## config.mk

```make
export PLATFORM = sky130hd
export DESIGN_NAME = phase_tuning_estimator
export DESIGN_NICKNAME = d
export VERILOG_FILES = /design/src/rtl/phase_tuning_estimator.sv
export SDC_FILE = /design/constraint.sdc
export NUM_CORES = 1
export LEC_CHECK = 0
export ABC_CLOCK_PERIOD_IN_PS = 7840
export CORE_UTILIZATION = 56
export DETAILED_ROUTE_END_ITERATION = 6
export PLACE_DENSITY_LB_ADDON = 0.15
export SYNTH_ARGS = -nofsm -noshare
export SYNTH_HDL_FRONTEND = slang
export SYNTH_SLANG_ARGS = --single-unit
```

## constraint.sdc

```tcl
create_clock -name clk_i -period 7.84 [get_ports clk_i]
set_input_delay 1.568 -clock clk_i [delete_from_list [all_inputs] [get_ports clk_i]]
set_output_delay 1.568 -clock clk_i [all_outputs]
set_load 0.005 [all_outputs]
```

## src/rtl/phase_tuning_estimator.sv

```systemverilog
// Recovers a DDS tuning word from the truncated phase output by summing
// wrapped phase deltas over a window of 2^(n-m) cycles.
module phase_tuning_estimator #(
   parameter int unsigned n    = 23,
   parameter int unsigned m    = 14,
   parameter int unsigned tune = 16
) (
   input  logic            clk_i,
   input  logic            rst_i,
   input  logic            ce_i,
   input  logic [m-1:0]    phase_in_i,
   input  logic            start_i,
   output logic            busy_o,
   output logic            valid_o,
   output logic            err_o,
   output logic            sat_o,
   output logic [tune-1:0] tuning_est_o
);

   localparam int unsigned CW = n - m;
   localparam int unsigned SW = tune + 1;
   localparam longint unsigned MAX_DELTA = ((64'd1 << tune) - 64'd1) >> CW;
   localparam longint unsigned PHASE_SPAN = 64'd1 << m;

   // A per-cycle delta that can reach 2^m would alias through the wrap.
   if (n <= m || MAX_DELTA >= PHASE_SPAN) begin : g_param_chk
      $error("phase_tuning_estimator: (2^tune-1)/2^(n-m) must be < 2^m and n > m");
   end

   typedef enum logic [1:0] {IDLE, PRIME, MEASURE, DONE} state_t;

   state_t          state_q, state_d;
   logic [m-1:0]    prev_q, prev_d;
   logic [SW-1:0]   sum_q, sum_d;
   logic [CW-1:0]   cnt_q, cnt_d;
   logic            busy_q, busy_d;
   logic            valid_q, valid_d;
   logic            err_q, err_d;
   logic            sat_q, sat_d;
   logic [tune-1:0] est_q, est_d;
   logic [m-1:0]    delta_c;
   logic [SW:0]     acc_c;

   always_ff @(posedge clk_i or posedge rst_i) begin
      if (rst_i) begin
         state_q <= IDLE;
         prev_q  <= '0;
         sum_q   <= '0;
         cnt_q   <= '0;
         busy_q  <= 1'b0;
         valid_q <= 1'b0;
         err_q   <= 1'b0;
         sat_q   <= 1'b0;
         est_q   <= '0;
      end else begin
         state_q <= state_d;
         prev_q  <= prev_d;
         sum_q   <= sum_d;
         cnt_q   <= cnt_d;
         busy_q  <= busy_d;
         valid_q <= valid_d;
         err_q   <= err_d;
         sat_q   <= sat_d;
         est_q   <= est_d;
      end
   end

   always_comb begin
      state_d = state_q;
      prev_d  = prev_q;
      sum_d   = sum_q;
      cnt_d   = cnt_q;
      valid_d = 1'b0;
      err_d   = 1'b0;
      sat_d   = sat_q;
      est_d   = est_q;
      // Modular subtraction makes a wrap through zero look like a normal step.
      delta_c = phase_in_i - prev_q;
      acc_c   = {1'b0, sum_q} + (SW+1)'(delta_c);

      case (state_q)
         IDLE: begin
            if (start_i && ce_i) begin
               sat_d   = 1'b0;
               state_d = PRIME;
            end
         end
         PRIME: begin
            if (!ce_i) begin
               err_d   = 1'b1;
               state_d = IDLE;
            end else begin
               prev_d  = phase_in_i;
               sum_d   = '0;
               cnt_d   = '0;
               state_d = MEASURE;
            end
         end
         MEASURE: begin
            if (!ce_i) begin
               err_d   = 1'b1;
               state_d = IDLE;
            end else begin
               prev_d = phase_in_i;
               cnt_d  = CW'(cnt_q + 1'b1);
               if (acc_c[SW] || acc_c[SW-1]) begin
                  sum_d = '1;
                  sat_d = 1'b1;
               end else begin
                  sum_d = acc_c[SW-1:0];
               end
               if (cnt_q == '1) state_d = DONE;
            end
         end
         DONE: begin
            if (!ce_i) begin
               err_d   = 1'b1;
               state_d = IDLE;
            end else begin
               est_d   = sat_q ? '1 : sum_q[tune-1:0];
               valid_d = 1'b1;
               state_d = IDLE;
            end
         end
         default: state_d = IDLE;
      endcase

      busy_d = (state_d != IDLE);
   end

   assign busy_o       = busy_q;
   assign valid_o      = valid_q;
   assign err_o        = err_q;
   assign sat_o        = sat_q;
   assign tuning_est_o = est_q;

endmodule
```

After elaboration in Yosys (flattened, before gate mapping)

Index checks and enable logic that the tools add are counted.

Bits in latches: 0
Memories kept: 0
Bits of input ports: 18
ROM bits: 0
RAM bits: 0
Register bits after elaboration: 62

Bitwise logic cells: 0
Shifts and indexed selects: 0
Multipliers: 0
Equality and inequality tests: 8
Reductions and logical operators: 12
Muxes and demuxes: 21
Order comparisons: 0
Divide/modulo/power cells: 0
Add/subtract/negate cells: 3

Operators by type and width:

| kind                                                | number |
|---|---|
| two-way mux 17 bit                                  | 3 |
| case mux 17 bit (2 select lines)                    | 1 |
| adder 17 x 14 -> 18 bit                             | 1 |
| two-way mux 9 bit                                   | 2 |
| case mux 9 bit (2 select lines)                     | 1 |
| two-way mux 16 bit                                  | 1 |
| subtractor 14 bit                                   | 1 |
| adder 9 x 1 -> 9 bit, second input constant         | 1 |
| equality test 9 bit, second input constant          | 1 |
| two-way mux 2 bit                                   | 4 |
| != test 2 bit, second input constant                | 4 |
| case mux 2 bit (4 select lines)                     | 1 |
| two-way mux 1 bit                                   | 7 |
| nonzero test 2 bit                                  | 3 |
| equality test 2 bit, second input constant          | 2 |
| AND reduction 2 bit                                 | 2 |
| AND reduction 4 bit                                 | 1 |
| AND reduction 3 bit                                 | 1 |
| OR reduction 3 bit                                  | 1 |
| equality test 2 x 1 -> 1 bit, second input constant | 1 |
| zero test 2 bit                                     | 1 |
| case mux 1 bit (2 select lines)                     | 1 |
| OR reduction 2 bit                                  | 1 |
| logical AND 1 bit                                   | 1 |
| logical OR 1 bit                                    | 1 |

Longest topological paths before layout

Gate-level depths: netlist of the first run.

Word-level depth: 6
Gate-level depth with buffers: 17
Gate-level depth less buffers: 16

Least setup slack after synthesis of the first run

OpenSTA, ideal clock, no wires.

Path kind: input port to flip-flop
Start point: input phase_in_i[0]
End point: register sum_q[11]
Library setup time: 0.137 ns
Arrival time: 4.978 ns
Setup slack: 2.724 ns
Cell stages on the path: 17
Data required time: 7.703 ns
Cells stage by stage: inv_1 > ha_1 > fa_1 > nor2b_1 > o21ai_0 > a21bo_2 > a211oi_1 > nor4_1 > a311o_1 > ha_1 > and3_1 > o211ai_1 > a211o_1 > a211o_1 > a21oi_2 > buf_6 > o211ai_1

Word-level cells in the longest chain between the ends: 6

RTL lines:

| element                            | RTL line | RTL |
|---|---|---|
| from (decl)                        | 11       | `input logic [m-1:0] phase_in_i,` |
| subtractor 14 bit *                | 78       | `delta_c = phase_in_i - prev_q;` |
| adder 17 x 14 -> 18 bit *          | 79       | `acc_c = {1'b0, sum_q} + (SW+1)'(delta_c);` |
| logical OR 1 bit                   | 106      | `if (acc_c[SW] \|\| acc_c[SW-1]) begin` |
| two-way mux 17 bit *               | 106      |  |
| two-way mux 17 bit *               | 100      | `if (!ce_i) begin` |
| case mux 17 bit (2 select lines) * | 81       | `case (state_q)` |
| to (signal assigned)               | 58       | `sum_q <= sum_d;` |
| to (decl)                          | 34       | `logic [SW-1:0] sum_q, sum_d;` |

Mark *: on every way between the ends. The rest lies on a longest branch, timed or not. The select of a mux whose other input is x is not followed.
A chain may end at the register's enable or synchronous reset.

Worst setup path in the final report of the first run

Start point: input phase_in_i[0]
End point: register sat_q (netlist: sat_o)

Word-level cells in the longest chain between the ends: 5

RTL lines:

| element                       | RTL line | RTL |
|---|---|---|
| subtractor 14 bit             | 78       |  |
| adder 17 x 14 -> 18 bit       | 79       |  |
| logical OR 1 bit              | 106      |  |
| != test 2 bit (no line)       | --       |  |
| AND reduction 4 bit (no line) | --       |  |
| to (signal assigned)          | 63       | `sat_q <= sat_d;` |
| to (decl)                     | 39       | `logic sat_q, sat_d;` |

No other way between the ends.

==> results of run 1 <==
## kinds of logic after synthesis
| family | Yosys count |
|---|---|
| mux | 16 |
| simple gates | 122 |
| flops | 62 |
| buf+inv | 44 |
| xor+xnor | 19 |
| compound gates | 140 |
| fa+ha+maj | 36 |
## flip-flops by register name, summed over array words and instances, names as in the netlist
name and count:
state_q 2, err_o 1, valid_o 1, busy_o 1, sat_o 1, sum_q 17
cnt_q 9, prev_q 14, tuning_est_o 16
## final timing paths
check | to | slack [ns] | startpoint | depth (start not counted)
min in group asynchronous | sum_q[4]$_DFFE_PP0P_ | 1.77 | rst_i | 3
worst min-delay path | prev_q[0]$_DFFE_PP0P_ | 0.50 | prev_q[0]$_DFFE_PP0P_ | 2
worst max-delay path | sat_o$_DFFE_PP0P_ | 2.00 | phase_in_i[0] | 17
worst max register to register | sat_o$_DFFE_PP0P_ | 3.35 | prev_q[0]$_DFFE_PP0P_ | 15
max in group asynchronous | sat_o$_DFFE_PP0P_ | 5.58 | rst_i | 3
worst min register to register | prev_q[0]$_DFFE_PP0P_ | 0.50 | prev_q[0]$_DFFE_PP0P_ | 2
## through the flow
| stage | setup slack [ns] | hold slack [ns] |
|---|---|---|
| 2_1_floorplan | 2.72 | 0.454 |
| 3_3_place_gp | 1.81 | 0.476 |
| 3_5_place_dp | 1.68 | 0.486 |
| 4_1_cts | 2.03 | 0.502 |
| 5_1_grt | 1.65 | 0.514 |
| 6_report | 2.00 | 0.503 |
## worst reg2reg max path: cells and delay by family, from the launching register on
family / cells / cell delay, ns
compound gates: 9 / 2.48
fa+ha+maj: 3 / 1.00
flops: 1 / 0.38
simple gates: 3 / 0.46
## per-layer routing
| metal | part of all wire, % | global-route usage, % | vias to the layer above |
|---|---|---|---|
| met5 | 0 | 0 | - |
| met3 | 4.2 | 3.71 | 8 |
| met4 | 1.1 | 7.73 | 0 |
| li1 | - | - | 1646 |
| met2 | 42 | 33.0 | 65 |
| met1 | 53 | 32.2 | 1515 |
## cell type report
type | instances | area (µm²)
Fill cell | 572 | 2170
Sequential cell | 62 | 1550
Clock buffer | 11 | 151
Timing Repair Buffer | 39 | 385
Tap cell | 96 | 120
Clock inverter | 5 | 81.3
Multi-Input combinational cell | 333 | 2270
Inverter | 27 | 101
## cell usage after synthesis, types with 6 or more instances
master    number  area, µm²
xnor2_1       14        123
o211ai_1      10       75.1
a22oi_1        9       67.6
o21ai_0       34        170
nand2_1       22       82.6
a211oi_1       6       45.0
nor2_1        57        214
dfrtp_1       62       1550
clkbuf_1      16       60.1
and3_1         8       50.1
a21oi_1       36        180
inv_1         27        101
mux2_2        12        135
ha_1          34        425
o21a_1        10       75.1
## power by group through the flow
stage / Sequential, µW / Clock (µW) / Combinational [µW]
detailed placement: 545 / 0 / 1180
floorplan: 519 / 0 / 923
finish: 538 / 331 / 1210
global route: 554 / 350 / 1350
global placement: 539 / 0 / 1160
CTS: 538 / 337 / 1200
==> summary.md, run 1 <==
| Metric | Value |
|---|---|
| F_max | `171 MHz` |
| Post-route ant nets | `0` |
| Finished Layout Cells | `573` |
| Leak | `0.00212 µW` |
| Overall routing resource usage | `between 20 and 25%` |
| CTS root buf | `clkbuf_8` |
| Highest-delay cell along the critical path | `a21oi_2` |
| FF+latch count, synth | `between 60 and 70` |
| Startpoint types | `input port` |
| Largest net degree at the start of global routing | `63` |
| Via density per instance | `5.64` |
| Crit end category | `flip-flop` |
| Number of synthesized flops with an enable pin | `0` |
| Total detailed-routing wirelength | `7.73 mm` |
| Worst Tran Pin Value | `1.02 ns` |
| Wire per inst | `13.5 µm` |
| Initial antenna violation count | `0` |
| Setup repair bufs after CTS | `0` |
| Post-DP HPWL | `5.55 mm` |
| Post-synthesis compound-gate area fraction | `22.7%` |
| Tcrit/Tclk final | `74.4%` |
| IO Pins | `38` |
| Int Power | `1210 µW` |
| Sequential share of the synthesized area | `38.8%` |
| DRT Pass-1 Iters | `4` |
| Ys async rst share | `100%` |
| CTS resizes | `0` |
| Vias | `roughly 3,200` |
| Clock Power Share | `between 10% and 20%` |
| P per Cell Area | `445 nW/µm²` |
| Sw Ratio | `41.6%` |
| Final-stage net count | `526` |
| Most frequent cells in the layout | `dfrtp_1 (62), nor2_1 (57), clkdlybuf4s50_1 (37)` |
| Hold Path Class | `flip-flop to flip-flop` |
| Most common cell after layout, fill and taps aside | `dfrtp_1` |
| Vias in the first global route | `2,836` |
| Status | `completed` |
| Worst path max stage delay | `0.56 ns` |
| Adder-Cell Fraction of Synth Area | `11.6%` |
| Layout area overhead | `16.7%` |
| WP buf/inv | `2` |
| Worst slew margin | `31.7%` |
| FP Rows | `30` |
| Initial core utilization | `58.5%` |
| Power, Total | `2070 µW` |
| H-Tree Level Count | `3` |
| Top delay family on crit path | `compound AO/OA/AOI/OAI gates` |
| Seq pwr share | `25.9%` |
| CTS tree | `built` |
| Die height | `86.5 µm` |
| Die X | `86.5 µm` |
| Fin area | `about 4700 µm²` |
| First-pass GRT wire length | `12.9 mm` |
| Placed insts | `557` |
| Final Critical Period | `between 5 and 6 ns` |
| Fin Setup TNS | `0 ns` |
| Comb power frac | `58.1%` |
| Synth Area in XOR/XNOR | `4.16%` |
| Dominant register cell in the synthesized netlist | `dfrtp_1` |
| CP arrival | `6.03 ns` |
| CTS Hold Bufs | `0` |
| Final Setup Violations | `0` |
| RePlAce Congestion | `0.876` |
| Critical path required time | `between 8 and 9 ns` |
| Post-layout utilization of the core | `68.3%` |
| Syn. warnings | `0` |
| Post-Synth Simple-Gate Area | `14.0%` |
| Clock Path Buffers | `2` |
| DR iter-0 viols | `178` |
| DRC | `0` |
| Share of cells above drive strength 1 | `under 10%` |
| CTS clk-pin slew, worst paths | `0.07 ns` |
| Yosys cell types | `52` |
| Critical path fanouts, max | `18` |
| N_diodes | `0` |
| Fin Clk Skew | `0.00891 ns` |
| Clk Latency, worst-skew pair | `0.35 ns` |
| CTS Sinks | `62` |
| Mux cell area share after synthesis | `under 10%` |
| Port Buffers | `37` |
| Worst vdd ir | `~0.00022 V` |
| Final Max Tran Viols | `0` |
| Unrepaired setup endpoints after global routing | `no` |
| Main combinational cell family by area after synthesis | `compound AO/OA/AOI/OAI gates` |
| Mean Syn Cell Area | `9.11 µm²` |
| CP cell instances | `clkdlybuf4s50_1 -> inv_1 -> ha_1 -> fa_1 -> nor2b_1 -> o21ai_0 -> a21bo_2 -> a211oi_1 -> nor4_1 -> a311o_1 -> ha_1 -> and3_1 -> o211ai_1 -> a211o_1 -> a211o_1 -> a21oi_2 -> o21ai_0` |
| Endpoints failing hold | `0` |
| Cell Area, Placed | `4430 µm²` |
| Max-cap violations | `0` |
| Die area | `7480 µm²` |
| Grt ovf | `0` |
| Syn nets | `493` |
| Core region area | `6830 µm²` |
| Synthesized instance count | `439` |
| P_sw | `~860 µW` |
| Synthesized cell area | `4000 µm²` |
| Kind of critical path | `input port to flip-flop` |
| Num CTS Buffers | `9` |
Note: power is estimated with default switching activity, not from simulation.
==> inputs of run 2 (changes only) <==
ABC_CLOCK_PERIOD_IN_PS = 4750   (was 7840)
CORE_UTILIZATION = 52   (was 56)
clock period = 4.75 ns   (was 7.84 ns; I/O delays follow)
==> summary.md, run 2 (same netlist as run 1, synthesis figures left out) <==
| Metric | Value |
|---|---|
| Grt ovf | `0 (unchanged)` |
| Via density per instance | `5.58 (was 5.64)` |
| H-Tree Level Count | `3 (unchanged)` |
| FP Rows | `31 (was 30)` |
| WP buf/inv | `4 (was 2)` |
| Max reg flops | `17 (unchanged)` |
| CTS Sinks | `62 (unchanged)` |
| Total detailed-routing wirelength | `8.12 mm (was 7.73 mm)` |
| Min setup slack post-route | `0.198 ns (was 2.00 ns)` |
| Clock Path Buffers | `2 (unchanged)` |
| R2r setup slk | `0.79 ns (was 3.35 ns)` |
| Final-stage net count | `547 (was 526)` |
| Share of cells above drive strength 1 | `12.5% (was 7.55%)` |
| CTS clk-pin slew, worst paths | `0.06 ns (was 0.07 ns)` |
| Tcrit/Tclk final | `95.8%` |
| Final Max Tran Viols | `0 (unchanged)` |
| Hold Path Class | `flip-flop to flip-flop (unchanged)` |
| Placed insts | `579 (was 557)` |
| Max-cap violations | `0 (unchanged)` |
| Crit end category | `flip-flop (unchanged)` |
| Wire per inst | `13.6 µm (was 13.5 µm)` |
| DRT Pass-1 Iters | `4 (unchanged)` |
| Highest-delay cell along the critical path | `clkdlybuf4s50_1 (was a21oi_2)` |
| Core region area | `7330 µm² (was 6830 µm²)` |
| Startpoint types | `input port (unchanged)` |
| Die area | `8040 µm² (was 7480 µm²)` |
| Critical path fanouts, max | `5 (was 18)` |
| Fin Setup TNS | `0 ns (unchanged)` |
| DR iter-0 viols | `176 (was 178)` |
| First-pass GRT wire length | `13.5 mm (was 12.9 mm)` |
| Most common cell after layout, fill and taps aside | `dfrtp_1 (unchanged)` |
| N_diodes | `0 (unchanged)` |
| P per Cell Area | `740 nW/µm² (was 445 nW/µm²)` |
| Initial core utilization | `54.5% (was 58.5%)` |
| Port Buffers | `37 (unchanged)` |
| Initial antenna violation count | `0 (unchanged)` |
| Vias | `3,325 (was 3,234)` |
| CP cell instances | `clkdlybuf4s50_1 -> ha_1 -> a21o_1 -> a21o_1 -> nor3_1 -> a211oi_2 -> buf_4 -> a311o_1 -> ha_1 -> buf_6 -> a211o_1 -> a211o_1 -> o211ai_1 -> nand3_1 -> a21oi_4 -> buf_6 -> o211ai_1 (was clkdlybuf4s50_1 -> inv_1 -> ha_1 -> fa_1 -> nor2b_1 -> o21ai_0 -> a21bo_2 -> a211oi_1 -> nor4_1 -> a311o_1 -> ha_1 -> and3_1 -> o211ai_1 -> a211o_1 -> a211o_1 -> a21oi_2 -> o21ai_0)` |
| F_max | `220 MHz` |
| Worst path max stage delay | `0.42 ns (was 0.56 ns)` |
| Top delay family on crit path | `compound AO/OA/AOI/OAI gates (unchanged)` |
| Vias in the first global route | `2,952 (was 2,836)` |
| Most frequent cells in the layout | `dfrtp_1 (62), nor2_1 (57), a21oi_1 (36), clkdlybuf4s50_1 (36), ha_1 (33) (was dfrtp_1 (62), nor2_1 (57), clkdlybuf4s50_1 (37))` |
| CTS tree | `built (unchanged)` |
| CTS root buf | `clkbuf_8 (unchanged)` |
| CP startpoint | `phase_in_i[8] (was phase_in_i[0])` |
| Layout area overhead | `21.3% (was 16.7%)` |
| Kind of critical path | `input port to flip-flop (unchanged)` |
| Largest net degree at the start of global routing | `39 (was 63)` |
| Pre-CTS WS | `-0.286 ns (was 1.68 ns)` |
| Die height | `89.7 µm (was 86.5 µm)` |
| Unrepaired setup endpoints after global routing | `no (unchanged)` |
| Fin Clk Skew | `0.0103 ns (was 0.00891 ns)` |
| Clk Latency, worst-skew pair | `0.34 ns (was 0.35 ns)` |
| Critical path depth | `17 (unchanged)` |
| CP arrival | `4.76 ns (was 6.03 ns)` |
| Biggest register | `sum_q (unchanged)` |
| DRC | `0 (unchanged)` |
| Post-layout utilization of the core | `66.1% (was 68.3%)` |
| Power, Total | `3590 µW (was 2070 µW)` |
| Worst Tran Pin Value | `1.03 ns (was 1.02 ns)` |
| IO Pins | `38 (unchanged)` |
| Status | `completed (unchanged)` |
| End point of the critical path | `sum_q[11]$_DFFE_PP0P_ (was sat_o$_DFFE_PP0P_)` |
| Worst r2r dst | `sum_q[11]$_DFFE_PP0P_ (was sat_o$_DFFE_PP0P_)` |
| Worst vdd ir | `0.000331 V (was 0.000220 V)` |
| Finished Layout Cells | `596 (was 573)` |
| Endpoints failing hold | `0 (unchanged)` |
| Final Setup Violations | `0 (unchanged)` |
| Final Critical Period | `4.55 ns` |
| Reg2reg path depth | `17 (was 15)` |
| Post-route ant nets | `0 (unchanged)` |
| Leak | `0.00223 µW (was 0.00212 µW)` |
| Critical path required time | `4.96 ns (was 8.03 ns)` |
| Post-DP HPWL | `6.00 mm (was 5.55 mm)` |
| Worst slew margin | `31.2% (was 31.7%)` |
| RePlAce Congestion | `0.865 (was 0.876)` |
| Num CTS Buffers | `9 (unchanged)` |
| Die X | `89.7 µm (was 86.5 µm)` |
| Overall routing resource usage | `21.9% (was 22.0%)` |
| R2R Path Start | `prev_q[0]$_DFFE_PP0P_ (unchanged)` |
[run 2: layout make-up]
type	instances	area, µm²
clock buffers	12	165
clock inverters	3	42.5
fillers	623	2480
inverters	27	101
multi-input cells	333	2310
flip-flops and latches	62	1550
well taps	99	124
repair buffers	60	557
[run 2: report_power, final]
part	leakage [µW]	internal [µW]	switching, µW	total, µW
Combinational	0.00132	1110	1100	2210
Clock	0.000104	282	206	488
Sequential	0.000803	733	161	894
Total	0.00223	2120	1470	3590
[run 2: worst min path at each step]
stage	start	to	slack, ns	cells after the start
floorplan	prev_q[0]$_DFFE_PP0P_	prev_q[0]$_DFFE_PP0P_	0.45	2
global placement	prev_q[0]$_DFFE_PP0P_	prev_q[0]$_DFFE_PP0P_	0.47	2
detailed placement	prev_q[0]$_DFFE_PP0P_	prev_q[0]$_DFFE_PP0P_	0.49	2
CTS	prev_q[9]$_DFFE_PP0P_	prev_q[9]$_DFFE_PP0P_	0.51	1
global route	prev_q[7]$_DFFE_PP0P_	prev_q[7]$_DFFE_PP0P_	0.52	1
finish	prev_q[8]$_DFFE_PP0P_	prev_q[8]$_DFFE_PP0P_	0.50	1
[run 2: per-layer routing]
layer / track usage [%] / routed length [µm]
met1: 30.2 / 4100
met2: 33.3 / 3570
met3: 4.57 / 322
met4: 9.38 / 130
met5: 0 / 0
[run 2: through the flow]
stage	hold WS, ns	cell area, µm²
after floorplan	0.454	4000
after global placement	0.473	4580
after detailed placement	0.492	4580
after CTS	0.508	4790
after global routing	0.515	4850
final	0.504	4850
[run 2: worst register-to-register path, cell delays in order, from the launching register on]
cell and delay [ns]:
dfrtp_1 0.42, ha_4 0.19, fa_2 0.39, nor2b_2 0.13, o21ai_2 0.06, a21bo_2 0.24, a211oi_2 0.25, nor4_1 0.08
a311o_1 0.28, ha_1 0.32, buf_6 0.13, a211o_1 0.24, a211o_1 0.29, o211ai_1 0.12, nand3_1 0.16, a21oi_4 0.28
buf_6 0.15, o211ai_1 0.09
[run 2: timing repair]
action | in CTS | in global routing
setup buffers | 0 | 1
setup endpoints to repair | 0 | 18
hold endpoints to repair | 0 | 0
resized for setup | 0 | 15
hold buffers | 0 | 0
